`src/rtl/media_stream_scheduler.sv`:
```
// Playback read sequencer: shares one SPI burst engine between the video bank
// writer and the audio FIFO, walking both flash streams with running addresses.
module media_stream_scheduler #(
  parameter logic [23:0] VIDEO_BASE        = 24'h000000,
  parameter logic [23:0] AUDIO_BASE        = 24'h800000,
  parameter int unsigned VIDEO_BLOCK_BYTES = 512,
  parameter int unsigned AUDIO_BLOCK_BYTES = 256,
  parameter int unsigned FRAME_BLOCKS      = 19,
  parameter int unsigned TOTAL_FRAMES      = 6572,
  parameter int unsigned AUDIO_BLOCKS      = 6572,
  parameter int unsigned FIFO_DEPTH        = 1024,
  parameter int unsigned AUDIO_LOW_WATER   = 256
) (
  input  logic        CLK_40,
  input  logic        reset_n,
  input  logic        start,
  input  logic        bank_full,
  input  logic [10:0] audio_level,
  output logic        spi_req_valid,
  input  logic        spi_req_ready,
  output logic [23:0] spi_req_addr,
  output logic [9:0]  spi_req_len,
  input  logic        spi_done,
  output logic        write_video,
  output logic        write_audio,
  output logic        frame_done,
  output logic        playing,
  output logic        finished,
  output logic        underrun
);

  localparam int unsigned FW = $clog2(TOTAL_FRAMES + 1);
  localparam int unsigned AW = $clog2(AUDIO_BLOCKS + 1);
  localparam int unsigned BW = $clog2(FRAME_BLOCKS + 1);
  localparam int unsigned LW = 11;

  typedef enum logic [2:0] {
    S_IDLE  = 3'd0,
    S_ARB   = 3'd1,
    S_ISSUE = 3'd2,
    S_XFER  = 3'd3,
    S_DONE  = 3'd4
  } state_t;

  state_t        r_state;
  logic [FW-1:0] r_frame_idx;
  logic [BW-1:0] r_video_blk;
  logic [AW-1:0] r_audio_cnt;
  logic [23:0]   r_vid_addr;
  logic [23:0]   r_aud_addr;
  logic          r_sel_audio;
  logic          r_req_valid;
  logic [23:0]   r_req_addr;
  logic [9:0]    r_req_len;
  logic          r_write_video;
  logic          r_write_audio;
  logic          r_frame_done;
  logic          r_playing;
  logic          r_finished;
  logic          r_underrun;

  logic w_aud_left;
  logic w_vid_left;
  logic w_aud_ok;
  logic w_aud_urgent;
  logic w_vid_ok;
  logic w_exhausted;
  logic w_underrun_set;

  // Stream eligibility, evaluated against live FIFO level and bank status
  assign w_aud_left     = r_audio_cnt < AW'(AUDIO_BLOCKS);
  assign w_vid_left     = r_frame_idx < FW'(TOTAL_FRAMES);
  assign w_aud_ok       = w_aud_left && (audio_level <= LW'(FIFO_DEPTH - AUDIO_BLOCK_BYTES));
  assign w_aud_urgent   = w_aud_ok && (audio_level < LW'(AUDIO_LOW_WATER));
  assign w_vid_ok       = w_vid_left && !bank_full;
  assign w_exhausted    = !w_vid_left && !w_aud_left;
  assign w_underrun_set = r_playing && (audio_level == '0) && w_aud_left;

  always_ff @(posedge CLK_40 or negedge reset_n) begin
    if (!reset_n) begin
      r_state       <= S_IDLE;
      r_frame_idx   <= '0;
      r_video_blk   <= '0;
      r_audio_cnt   <= '0;
      r_vid_addr    <= VIDEO_BASE;
      r_aud_addr    <= AUDIO_BASE;
      r_sel_audio   <= 1'b0;
      r_req_valid   <= 1'b0;
      r_req_addr    <= '0;
      r_req_len     <= '0;
      r_write_video <= 1'b0;
      r_write_audio <= 1'b0;
      r_frame_done  <= 1'b0;
      r_playing     <= 1'b0;
      r_finished    <= 1'b0;
      r_underrun    <= 1'b0;
    end else begin
      r_frame_done <= 1'b0;
      if (w_underrun_set) r_underrun <= 1'b1;

      case (r_state)
        S_IDLE, S_DONE: begin
          if (start) begin
            r_frame_idx <= '0;
            r_video_blk <= '0;
            r_audio_cnt <= '0;
            r_vid_addr  <= VIDEO_BASE;
            r_aud_addr  <= AUDIO_BASE;
            r_underrun  <= 1'b0;
            r_playing   <= 1'b1;
            r_finished  <= 1'b0;
            r_state     <= S_ARB;
          end
        end

        // Urgent audio beats video, which beats non-urgent audio
        S_ARB: begin
          if (w_exhausted) begin
            r_playing  <= 1'b0;
            r_finished <= 1'b1;
            r_state    <= S_DONE;
          end else if (w_aud_urgent || (w_aud_ok && !w_vid_ok)) begin
            r_sel_audio <= 1'b1;
            r_req_valid <= 1'b1;
            r_req_addr  <= r_aud_addr;
            r_req_len   <= 10'(AUDIO_BLOCK_BYTES);
            r_state     <= S_ISSUE;
          end else if (w_vid_ok) begin
            r_sel_audio <= 1'b0;
            r_req_valid <= 1'b1;
            r_req_addr  <= r_vid_addr;
            r_req_len   <= 10'(VIDEO_BLOCK_BYTES);
            r_state     <= S_ISSUE;
          end
        end

        S_ISSUE: begin
          if (spi_req_ready) begin
            r_req_valid   <= 1'b0;
            r_write_audio <= r_sel_audio;
            r_write_video <= !r_sel_audio;
            r_state       <= S_XFER;
          end
        end

        S_XFER: begin
          if (spi_done) begin
            r_write_audio <= 1'b0;
            r_write_video <= 1'b0;
            r_state       <= S_ARB;
            if (r_sel_audio) begin
              r_aud_addr  <= r_aud_addr + 24'(AUDIO_BLOCK_BYTES);
              r_audio_cnt <= r_audio_cnt + AW'(1);
            end else begin
              r_vid_addr <= r_vid_addr + 24'(VIDEO_BLOCK_BYTES);
              if (r_video_blk == BW'(FRAME_BLOCKS - 1)) begin
                r_video_blk  <= '0;
                r_frame_idx  <= r_frame_idx + FW'(1);
                r_frame_done <= 1'b1;
              end else begin
                r_video_blk <= r_video_blk + BW'(1);
              end
            end
          end
        end

        default: r_state <= S_IDLE;
      endcase
    end
  end

  assign spi_req_valid = r_req_valid;
  assign spi_req_addr  = r_req_addr;
  assign spi_req_len   = r_req_len;
  assign write_video   = r_write_video;
  assign write_audio   = r_write_audio;
  assign frame_done    = r_frame_done;
  assign playing       = r_playing;
  assign finished      = r_finished;
  assign underrun      = r_underrun;

endmodule

```
`config.mk`:
```
export PLATFORM = sky130hd
export DESIGN_NAME = media_stream_scheduler
export DESIGN_NICKNAME = d
export VERILOG_FILES = /design/src/rtl/media_stream_scheduler.sv
export SDC_FILE = /design/constraint.sdc
export NUM_CORES = 1
export LEC_CHECK = 0
export CAP_MARGIN = 40
export CORE_AREA = 4 4 103 105
export CTS_CLUSTER_DIAMETER = 80
export DETAILED_ROUTE_END_ITERATION = 10
export DIE_AREA = 0 0 107 109
export GPL_TIMING_DRIVEN = 0
export PLACE_DENSITY = 0.74
export SLEW_MARGIN = 20
export SYNTH_ARGS = -nofsm -noshare
export SYNTH_HDL_FRONTEND = slang
export SYNTH_SLANG_ARGS = --single-unit
export TNS_END_PERCENT = 5
```
`constraint.sdc`:
```
create_clock -name CLK_40 -period 1.8 [get_ports CLK_40]
set_input_delay 0.54 -clock CLK_40 [delete_from_list [all_inputs] [get_ports CLK_40]]
set_output_delay 0.54 -clock CLK_40 [all_outputs]
set_load 0.02 [all_outputs]
```
==> flow_summary.json <==
{
  "cts-root-buf": "clkbuf_8",
  "worst-path-max-fanout": 5,
  "rr_endpoint": "spi_req_addr[23]",
  "syn_area_per_cell_um2": 9.95,
  "hold_class": "primary input to asynchronous set/reset pin",
  "grt_pass1_wl_um": 19500,
  "p_per_area_nw_per_um2": 1080,
  "fillers": 798,
  "rrSetupSlack_ns": -0.26,
  "slew_headroom": 0.491,
  "vias": 4046,
  "setup_viol": 64,
  "insertedDiodeCount": 0,
  "crit_type": "flop to flop",
  "ir_worst_vdd_mv": 0.496,
  "holdBufCountCts": 0,
  "clkTransAtPathRegs_ns": 0.09,
  "cts_buffers": 9,
  "rr_startpoint": "r_state[0]",
  "layout-drive-gt1-share": 0.240,
  "gp_congestion": 0.885,
  "core_um2": 9640,
  "wire_per_inst_um": 17.4,
  "hpwlAfterDp_um": 8060,
  "drc_errors": 0,
  "rsz0062_at_grt": "yes",
  "rows": 36,
  "required_ns": 2.06,
  "ys_seq_elements": 90,
  "setup_ws_ns": -0.262,
  "cts_tree": "yes",
  "hold_ws_ns": 0.201,
  "port_buffers": 40,
  "min_period_ns": 2.06,
  "synth_warnings": 0,
  "die-area_um2": 11700,
  "grt_usage": 0.212,
  "drtPass1Iterations": 4,
  "violations": "negative setup slack",
  "endpoint_kind": "flop",
  "p_leak_uw": 0.00289,
  "vias_per_cell": 5.75,
  "grt_max_degree": 55,
  "final.setup_skew_ns": 0.0145,
  "worstRegToRegCells": 5,
  "worstSetupStartpointType": "flop",
  "cp_cell_sequence": "buf_6 > or3b_4 > o41a_1 > buf_4 > a221o_1",
  "fmax_ghz": 0.485,
  "area_growth_pct": 31.9,
  "synth_edf_count": 0,
  "synth-main-ff-cell": "dfrtp_1",
  "ant_nets": 0,
  "worst_slew_pin_slew_ns": 0.762,
  "synthCells": 473,
  "clockBufferDepth": 2,
  "synth_async_sr_flop_share": 1.00,
  "ys_types": 53,
  "cp-endpoint": "spi_req_addr[23]",
  "cpPeakStageDelay_ns": 0.52,
  "h-tree-depth": 3,
  "utilization": 0.644,
  "drt-initial-drc-count": 262,
  "antenna_found_initial": 0,
  "insertion_delay_ns": 0.38,
  "grt_pass1_vias": 3881,
  "maxCapViolCount": 0,
  "status": "complete, but fails checks",
  "start_util": 0.488,
  "finalHoldViolCount": 0,
  "worst_path_max_delay_cell": "o41a_1",
  "cp-startpoint": "r_state[0]",
  "min_period_over_period": 1.15,
  "globalRouteOverflowTotal": 0,
  "cts.sinks": 90,
  "syn_area_um2": 4710,
  "io_pins": 58,
  "wl_um": 12300,
  "yosysSeqAreaShare": 0.479,
  "die_w_um": 107,
  "slew_viol_final": 0,
  "fin_nets": 589,
  "dieHeight_um": 109,
  "crit_arrival_ns": 2.32
}
==> Yosys cell counts, types with 7 or more instances <==
| master | number | share of area |
|---|---|---|
| and4_1 | 9 | 0.017 |
| dfrtp_1 | 89 | 0.47 |
| inv_1 | 7 | 0.0056 |
| o21ai_0 | 13 | 0.014 |
| xor2_1 | 23 | 0.043 |
| nand4_1 | 21 | 0.028 |
| nor4b_1 | 18 | 0.033 |
| nor2_1 | 61 | 0.049 |
| a21oi_1 | 8 | 0.0085 |
| xnor2_1 | 25 | 0.047 |
| nor3_1 | 12 | 0.013 |
| a221o_1 | 15 | 0.032 |
| nor4_1 | 12 | 0.016 |
| nand2_1 | 36 | 0.029 |
| and3_1 | 8 | 0.011 |
| nand3_1 | 13 | 0.014 |
| clkbuf_1 | 12 | 0.0096 |
| buf_4 | 19 | 0.030 |
==> per-stage QoR <==
stage / setup TNS (ns) / total power (uW) / setup slack (ns) / cells / instance area, um^2
finish: -8.34 / 6730 / -0.262 / 704 / 6210
global route: -12.32 / 7060 / -0.315 / 704 / 6210
CTS: -6.12 / 6350 / -0.208 / 692 / 5920
detailed placement: -58.72 / 4700 / -0.999 / 662 / 5360
global placement: -334.57 / 4640 / -3.08 / 661 / 5340
floorplan: -2.11 / 3920 / -0.113 / 488 / 4770
==> area by class of cell <==
type	count	area, um^2	share of cell area
Multi-Input combinational cell	351	2640	0.425
Clock inverter	3	42.5	0.00685
Inverter	7	26.3	0.00423
Buffer	39	318	0.0512
Clock buffer	13	139	0.0224
Tap cell	133	166	0.0268
Timing Repair Buffer	68	622	0.100
Sequential cell	90	2260	0.364
==> placed cells by master (no fill, tap or decap), types with 10 or more instances in the layout <==
master	netlist	layout
buf_6	2	13
nand3_1	13	12
nor2_1	61	60
nor4b_1	18	11
o21ai_0	13	10
a221o_1	15	15
xnor2_1	25	25
dfrtp_1	89	85
nand2_1	36	33
conb_1	1	16
buf_4	19	42
xor2_1	23	23
nand4_1	21	21
dlygate4sd2_1	0	25
==> critical path: cells and delay by family (launching register included) <==
family | cells | cell delay (ns)
AO/OA/AOI/OAI | 2 | 0.83
AND/OR/NAND/NOR | 1 | 0.40
flip-flops | 1 | 0.39
buffers and inverters | 2 | 0.33
==> worst min-delay path by stage <==
stage / end / cells after the start
finish: write_audio / 1
global route: r_vid_addr[9] / 1
detailed placement: finished / 1
CTS: r_frame_idx[3] / 1
global placement: finished / 1
floorplan: finished / 0
==> repair_timing <==
item / CTS / global route
cloned: 1 / 1
setup endpoints to repair: 108 / 76
pin swaps: 14 / 23
setup buffers: 14 / 11
gates resized for setup: 92 / 57
==> logic make-up (layout without fill, tap and decap cells) <==
group | after synthesis | after routing | share of synthesized area
adders and majority gates | 6 | 6 | 0.0159
and+or+nand+nor | 215 | 215 | 0.250
muxes | 4 | 4 | 0.00930
DFF | 90 | 90 | 0.479
xor gates and xnor gates | 48 | 48 | 0.0893
other | 1 | 16 | 0.000796
buffers and inverters | 47 | 130 | 0.0571
AOI/OAI and AO/OA | 62 | 62 | 0.0994
==> state kept, by name, indices dropped and copies added (netlist names), 2 cells and up <==
register,cells
r_aud_addr,16
r_audio_cnt,13
r_frame_idx,13
r_state,3
r_vid_addr,15
r_video_blk,5
spi_req_addr,16
spi_req_len,2
==> layer usage <==
| metal | up-vias | GRT usage | share of wire |
|---|---|---|---|
| met2 | 135 | 0.340 | 0.48 |
| met4 | 0 | 0.100 | 0.024 |
| met5 | - | 0 | 0 |
| met3 | 20 | 0.0243 | 0.044 |
| li1 | 1868 | - | - |
| met1 | 2023 | 0.288 | 0.45 |
==> power by group <==
part           switching [uW]  total (uW)  leakage, uW  internal (uW)
registers                 321        2670      0.00121           2350
logic                    1560        2720      0.00158           1160
clock network             701        1340    0.0000876            643
total                    2580        6730      0.00289           4150
(Power assumes the default switching activity.)
